<file path="src/rtl/wl_access_sequencer.sv">
// wl_access_sequencer: precharge/wordline/recovery timing for the 1x16+WB demux; `define WL_BURST_EN for multi-row bursts
module wl_access_sequencer #(
  parameter int T_PRE = 2,
  parameter int T_WL  = 3,
  parameter int T_REC = 1
) (
  input  logic       clk,
  input  logic       rst_n,
  input  logic       req_valid,
  output logic       req_ready,
  input  logic [4:0] req_addr,
  input  logic       req_wr,
`ifdef WL_BURST_EN
  input  logic [3:0] req_len,
`endif
  output logic [3:0] adr,
  output logic       adr4,
  output logic       in,
  output logic       pre,
  output logic       sae,
  output logic       we,
  output logic       done
);
  localparam logic [1:0] IDLE = 2'd0, PRECH = 2'd1, WLON = 2'd2, RECOV = 2'd3;
  logic [1:0] state, state_n;
  logic [3:0] cnt, cnt_n, ld;
  logic [4:0] addr_n;
  logic       wr, wr_n, hs, phase_end, more, entering;
`ifdef WL_BURST_EN
  logic [3:0] rows, rows_n;
  assign more   = rows != 4'd0;
  assign rows_n = hs ? req_len : (state == RECOV && phase_end && more) ? rows - 4'd1 : rows;
`else
  assign more = 1'b0;
`endif
  always_comb begin
    hs        = req_valid && req_ready && state == IDLE;
    phase_end = cnt == 4'd0;
    state_n   = hs                            ? PRECH :
                state == PRECH && phase_end   ? WLON  :
                state == WLON  && phase_end   ? RECOV :
                state == RECOV && phase_end   ? (more ? PRECH : IDLE) : state;
    entering  = hs || (state != IDLE && phase_end);
    ld        = state_n == PRECH ? 4'(T_PRE - 1) :
                state_n == WLON  ? 4'(T_WL - 1)  :
                state_n == RECOV ? 4'(T_REC - 1) : 4'd0;
    cnt_n     = entering ? ld : state == IDLE ? cnt : cnt - 4'd1;
    // next burst row steps the full 5-bit address, wrapping 31 -> 0
    addr_n    = hs ? req_addr : (state == RECOV && phase_end && more) ? {adr4, adr} + 5'd1 : {adr4, adr};
    wr_n      = hs ? req_wr : wr;
  end
  always_ff @(posedge clk or negedge rst_n) begin
    if (!rst_n) begin
      state       <= IDLE;
      cnt         <= 4'd0;
      wr          <= 1'b0;
      {adr4, adr} <= 5'd0;
      req_ready   <= 1'b0;
      pre         <= 1'b0;
      in          <= 1'b0;
      sae         <= 1'b0;
      we          <= 1'b0;
      done        <= 1'b0;
`ifdef WL_BURST_EN
      rows        <= 4'd0;
`endif
    end else begin
      state       <= state_n;
      cnt         <= cnt_n;
      wr          <= wr_n;
      {adr4, adr} <= addr_n;
      req_ready   <= state_n == IDLE;
      pre         <= state_n == PRECH;
      in          <= state_n == WLON;
      we          <= state_n == WLON && wr_n;
      sae         <= state_n == WLON && cnt_n == 4'd0 && !wr_n;
      done        <= state == RECOV && phase_end && !more;
`ifdef WL_BURST_EN
      rows        <= rows_n;
`endif
    end
  end
endmodule

</file>
<file path="config.mk">
export PLATFORM = sky130hd
export DESIGN_NAME = wl_access_sequencer
export DESIGN_NICKNAME = d
export VERILOG_FILES = /design/src/rtl/wl_access_sequencer.sv
export SDC_FILE = /design/constraint.sdc
export NUM_CORES = 1
export LEC_CHECK = 0
export ABC_AREA = 1
export CORE_MARGIN = 4
export CORE_UTILIZATION = 51
export DETAILED_ROUTE_END_ITERATION = 16
export GPL_TIMING_DRIVEN = 0
export HOLD_SLACK_MARGIN = 0.08
export MAX_ROUTING_LAYER = met4
export PLACE_DENSITY_LB_ADDON = 0.2
export SLEW_MARGIN = 20
export SYNTH_ARGS = -nofsm -noshare
export SYNTH_HDL_FRONTEND = slang
export SYNTH_SLANG_ARGS = --single-unit
</file>
<file path="constraint.sdc">
create_clock -name clk -period 1.9 [get_ports clk]
set_clock_uncertainty 0.05 [all_clocks]
set_input_delay 0.285 -clock clk [delete_from_list [all_inputs] [get_ports clk]]
set_output_delay 0.285 -clock clk [all_outputs]
set_load 0.02 [all_outputs]
</file>
==> results.cfg, run 1 <==
[worst_setup_path]
cp_num_buf_inv = 1
path_delay_family = buffers and inverters
r2r.worst_path.cells = 9
cp_slowest_stage_delay_ns = 0.61
crit_arrival_ns = 1.26
crit_type = register to output pin
crit_path_start_kind = register
regToRegSetupSlack_ns = 0.37
r2r-end = sae$_DFF_PN0_
required_ns = 1.56
regToRegStartpoint = cnt[0]$_DFF_PN0_
critical_path.max_fanout = 2
crit_path_end_kind = output pin
crit_chain = clkdlybuf4s50_1
cp_slowest_cell = clkdlybuf4s50_1

[floorplanning]
core_area_um2 = 1540
die_area_um2 = 2380
rows = 14
start_util_pct = 55.0
pin_count = 20
die_w_um = 48.8
die_y_um = 48.8

[clocking]
clk_latency_ns = 0.29
cts_root_buf = clkbuf_4
path_clk_slew_ns = 0.10
cts_tree = yes
hold_buffers = 0
clock_sinks = 18
cts_buffers = 3
cts_max_level = 1
cts_setup_buffers = 0
cts_resized = 0
clockBufferDepth = 2

[finish]
area_growth_pct = 29.1
drive_above_1_share_pct = 16.7
final_cell_mix = 26 x nand2_1, 19 x clkdlybuf4s50_1, 18 x dfrtp_1
layout_commonest_cell = nand2_1
layout.nets = 125
n_antenna_cell = 0
final_cells = 130
utilization_pct = 70.9
fillCellCount = 121

[global_routing]
overflow = 0
antenna_found_initial = 0
grt_pass1_vias = 599
grtUsageTotal_pct = 13.6
grt_max_degree = 19
grt_pass1_wl_mm = 2.48

[timing]
setup_tns_ns = 0
finalSetupViolations = 0
tightest_slew_ns = 0.750
hold_violations = 0
worst_slew_margin_rel_pct = 49.8
drv_slew = 0
period_share_pct = 83.8
fmax_mhz = 628
rsz0062_at_grt = false
fin_crit_ns = 1.59

[synthesis]
synthCells = 91
ys_seq_area_share_pct = 53.2
synthesis.nets = 101
avgSynthCellArea_um2 = 9.31
ys_seq_elements = 18
yosys_warnings = 0
yosysUniqueCellTypes = 16
synth_area_um2 = 847

[detailed_routing]
vias = 650
finalWirelength_mm = 1.51
ant_nets = 0
vias_per_cell = 5.00
wl_per_cell_um = 11.6
drt_pass1_iterations = 4
drc_errors = 0
first_iter_violations = 10

[pwr]
p_leak_nw = 0.576
power_mw = 1.94
power.density_nw_per_um2 = 1780
vdd_drop_max_uv = 954

[hold_path]
hp-class = input pin to asynchronous set/reset pin

[place]
place_inst = 126
place_congestion = 0.805
port_buffers = 19
hpwl_mm = 1.21

[job]
cap_violations = 0

[outcome]
status = completed
## worst reg2reg max path, stage by stage (launching register included)
cell and delay [ns]:
dfrtp_1 0.39, inv_1 0.09, ha_1 0.15, buf_2 0.18, nand3_1 0.10, nand2_1 0.07, nand2_1 0.12, nor2_4 0.15
nand2_1 0.06, nor2_1 0.12
## cells by family after synthesis
logic type	Yosys count	share of synthesized area, %
AO/OA/AOI/OAI	1	0.739
multiplexers	5	6.65
adder cells (fa/ha/maj)	1	1.48
flip-flops	18	53.2
AND/OR/NAND/NOR	50	30.7
buffers and inverters	16	7.24
## cells in the mapped netlist
library cell  count  area (um^2)
a31oi_1           1         6.26
buf_2             1         5.00
dfrtp_1          18          450
ha_1              1         12.5
inv_1            15         56.3
mux2_2            5         56.3
nand2_1          26         97.6
nand2_2           3         18.8
nand2_4           1         11.3
nand3_1           7         35.0
nand3_2           1         10.0
nand3_4           1         17.5
nand4_1           1         6.26
nor2_1            6         22.5
nor2_4            3         33.8
nor3b_1           1         7.51
## stage by stage
stage / setup WS [ns] / hold WS (ns) / cell area (um^2)
2_1_floorplan: 0.598 / -0.0606 / 847
3_3_place_gp: 0.326 / 0.426 / 1060
3_5_place_dp: 0.274 / 0.435 / 1060
4_1_cts: 0.285 / 0.403 / 1090
5_1_grt: 0.244 / 0.438 / 1090
6_report: 0.308 / 0.378 / 1090
## sequential cells by signal (all words and copies together), names as in the netlist
name	cells
req_ready	1
we	1
sae	1
pre	1
state	2
wr	1
done	1
cnt	4
adr	4
in	1
adr4	1
## power breakdown
part | switching (mW) | total, mW | internal, mW
combinational | 0.600 | 1.04 | 0.440
clock | 0.112 | 0.229 | 0.117
sequential | 0.117 | 0.673 | 0.555
total | 0.829 | 1.94 | 1.11
## per-layer routing
layer	global-route usage, %	routed length [um]
met1	15.0	661
met2	22.6	737
met3	2.45	76
met4	8.07	33
met5	-	0
## final cells by class
type	instances	area, um^2	share of cell area [%]
Clock buffer	4	36.3	3.32
Buffer	1	5.00	0.458
Tap cell	16	20.0	1.83
Inverter	15	56.3	5.15
Sequential cell	18	450	41.2
Timing Repair Buffer	19	190	17.4
Multi-Input combinational cell	57	335	30.7
## how the worst max path moves through the flow
stage | start | end | slack [ns] | cells after the start
floorplan | cnt[0]$_DFF_PN0_ | sae$_DFF_PN0_ | 0.60 | 9
global placement | req_valid | sae$_DFF_PN0_ | 0.33 | 9
detailed placement | req_valid | sae$_DFF_PN0_ | 0.27 | 9
CTS | adr[0]$_DFFE_PN0N_ | adr[0] | 0.28 | 1
global route | adr[0]$_DFFE_PN0N_ | adr[0] | 0.24 | 1
finish | adr[0]$_DFFE_PN0N_ | adr[0] | 0.31 | 1
No activity file was read; power rests on OpenSTA's default activity.
==> run 2: changes to the inputs <==
--- a/config.mk
+++ b/config.mk
@@ -7,7 +7,7 @@
 export LEC_CHECK = 0
 export ABC_AREA = 1
 export CORE_MARGIN = 4
-export CORE_UTILIZATION = 51
+export CORE_UTILIZATION = 43
 export DETAILED_ROUTE_END_ITERATION = 16
 export GPL_TIMING_DRIVEN = 0
 export HOLD_SLACK_MARGIN = 0.08
==> constraint.sdc (replaced) <==
create_clock -name clk -period 1.3 [get_ports clk]
set_clock_uncertainty 0.05 [all_clocks]
set_input_delay 0.195 -clock clk [delete_from_list [all_inputs] [get_ports clk]]
set_output_delay 0.195 -clock clk [all_outputs]
set_load 0.02 [all_outputs]
==> run 2 against run 1 <==
Against the previous run: the run now ends with negative setup slack left; cell count grew 15%; core utilization down 2.2 points; clock-buffer cell count did not move; largest cell class unchanged.
==> results.cfg, run 2 (synthesis results as in run 1) <==
[timing]
drv_slew = 0
tightest_slew_ns = 0.820
finalSetupViolations = 4
fmax_mhz = 732
postLayoutSetupSlackWorst_ns = -0.0652
period_share_pct = 105
rsz0062_at_grt = true
worst_slew_margin_rel_pct = 45.1
hold_violations = 0
fin_crit_ns = 1.37

[worst_setup_path]
cp_slowest_cell = dfrtp_2
crit_type = register to register
required_ns = 1.48
crit_arrival_ns = 1.54
r2r.worst_path.cells = 5
cp_slowest_stage_delay_ns = 0.46
regToRegSetupSlack_ns = -0.07
r2r-end = pre$_DFF_PN0_
crit_path_start_kind = register
crit_path_end_kind = register
crit_chain = nor2_4 > nand4_1 > nand2_2 > inv_1 > a31oi_1
critical_path.max_fanout = 6
regToRegStartpoint = cnt[2]$_DFF_PN0_

[detailed_routing]
wl_per_cell_um = 12.9
drc_errors = 0
ant_nets = 0
vias_per_cell = 4.77
finalWirelength_mm = 1.94
drt_pass1_iterations = 4
vias = 715
first_iter_violations = 10

[floorplanning]
die_y_um = 52.4
start_util_pct = 47.0
die_w_um = 52.4
pin_count = 20
rows = 15
die_area_um2 = 2740
core_area_um2 = 1800

[finish]
layout.nets = 136
multi_input_area_um2 = 390
final_cell_mix = 21 x nand2_1, 15 x dfrtp_1, 12 x inv_1
fillCellCount = 150
area_growth_pct = 46.2
drive_above_1_share_pct = 36.8
layout_commonest_cell = nand2_1
seqCellArea_um2 = 454
fin_area_um2 = 1240
n_antenna_cell = 0

[clocking]
cts_max_level = 1
clock_sinks = 18
clockBufferDepth = 2
cts_tree = yes
cts_root_buf = clkbuf_4
path_clk_slew_ns = 0.10
clk_latency_ns = 0.30
cts_buffers = 3

[global_routing]
antenna_found_initial = 0
grt_pass1_wl_mm = 3.28
overflow = 0
grt_pass1_vias = 781
grt_max_degree = 19
grtUsageTotal_pct = 17.1

[outcome]
status = finished, violations left
violations = negative setup slack

[place]
hpwl_mm = 1.24
postPlaceCellArea_um2 = 1070
place_congestion = 0.760
port_buffers = 19

[pwr]
power.density_nw_per_um2 = 2640
vdd_drop_max_uv = 1540
p_leak_nw = 0.674
power_mw = 3.27

[hold_path]
hp-class = input pin to asynchronous set/reset pin

[job]
cap_violations = 0
==> run 2: cell count changes in the layout (fill, tap and decap cells not counted), moves of 4 or more <==
cell,previous run,this run
buf_4,0,11
clkdlybuf4s50_1,19,8
dlygate4sd2_1,0,11
nand2_1,26,21
nand3_1,7,3
nand3_2,1,5
==> run 2: what timing repair did <==
item | in CTS | in global routing
gates resized for setup | 22 | 10
endpoints found under the setup margin | 16 | 10
pin swaps | 12 | 9
hold buffers | 0 | 0
gates cloned | 0 | 0
buffers inserted | 9 | 4
endpoints found under the hold margin | 0 | 0
==> run 2: how the worst max path moves through the flow <==
stage / start / end / slack [ns]
floorplan: cnt[0]$_DFF_PN0_ / sae$_DFF_PN0_ / 0.02
global placement: req_valid / sae$_DFF_PN0_ / -0.19
detailed placement: req_valid / sae$_DFF_PN0_ / -0.19
CTS: cnt[0]$_DFF_PN0_ / sae$_DFF_PN0_ / -0.05
global route: cnt[1]$_DFF_PN0_ / sae$_DFF_PN0_ / -0.15
finish: cnt[2]$_DFF_PN0_ / pre$_DFF_PN0_ / -0.07
==> run 2: per-layer routing <==
metal | up-vias | GRT usage, % | wire length [um]
li1 | 351 | - | -
met3 | 5 | 1.71 | 57
met1 | 344 | 18.4 | 789
met2 | 15 | 30.6 | 1050
met5 | - | - | 0
met4 | 0 | 8.94 | 44
==> run 2: cell type report <==
type | count | share of cell area (%)
well taps | 25 | 2.53
clock buffers | 4 | 2.93
multi-input cells | 57 | 31.5
flip-flops and latches | 18 | 36.7
repair buffers | 31 | 21.8
inverters | 15 | 4.55
==> run 2: per-stage QoR <==
| stage | hold slack, ns | utilization, % | instances | worst slack, ns | setup TNS [ns] |
|---|---|---|---|---|---|
| 6_report | 0.311 | 68.8 | 150 | -0.0652 | -0.183 |
| 5_1_grt | 0.374 | 68.8 | 150 | -0.146 | -0.594 |
| 4_1_cts | 0.338 | 66.0 | 147 | -0.0467 | -0.132 |
| 3_5_place_dp | 0.444 | 59.4 | 135 | -0.195 | -1.58 |
| 3_3_place_gp | 0.429 | 59.4 | 135 | -0.187 | -1.34 |
| 2_1_floorplan | -0.151 | - | 91 | 0.0237 | 0 |
==> run 2: critical path: cells and delay by family (launching register included) <==
family | cells | cell delay (ns)
flip-flops | 1 | 0.46
buffers and inverters | 1 | 0.08
AO/OA/AOI/OAI | 1 | 0.13
AND/OR/NAND/NOR | 3 | 0.58
==> run 2: report_power, final <==
| part | leakage, nW | total, mW | switching [mW] | internal [mW] |
|---|---|---|---|---|
| Combinational | 0.431 | 1.93 | 1.09 | 0.832 |
| Clock | 0.0210 | 0.347 | 0.176 | 0.171 |
| Sequential | 0.222 | 0.994 | 0.173 | 0.821 |
| Total | 0.674 | 3.27 | 1.44 | 1.82 |
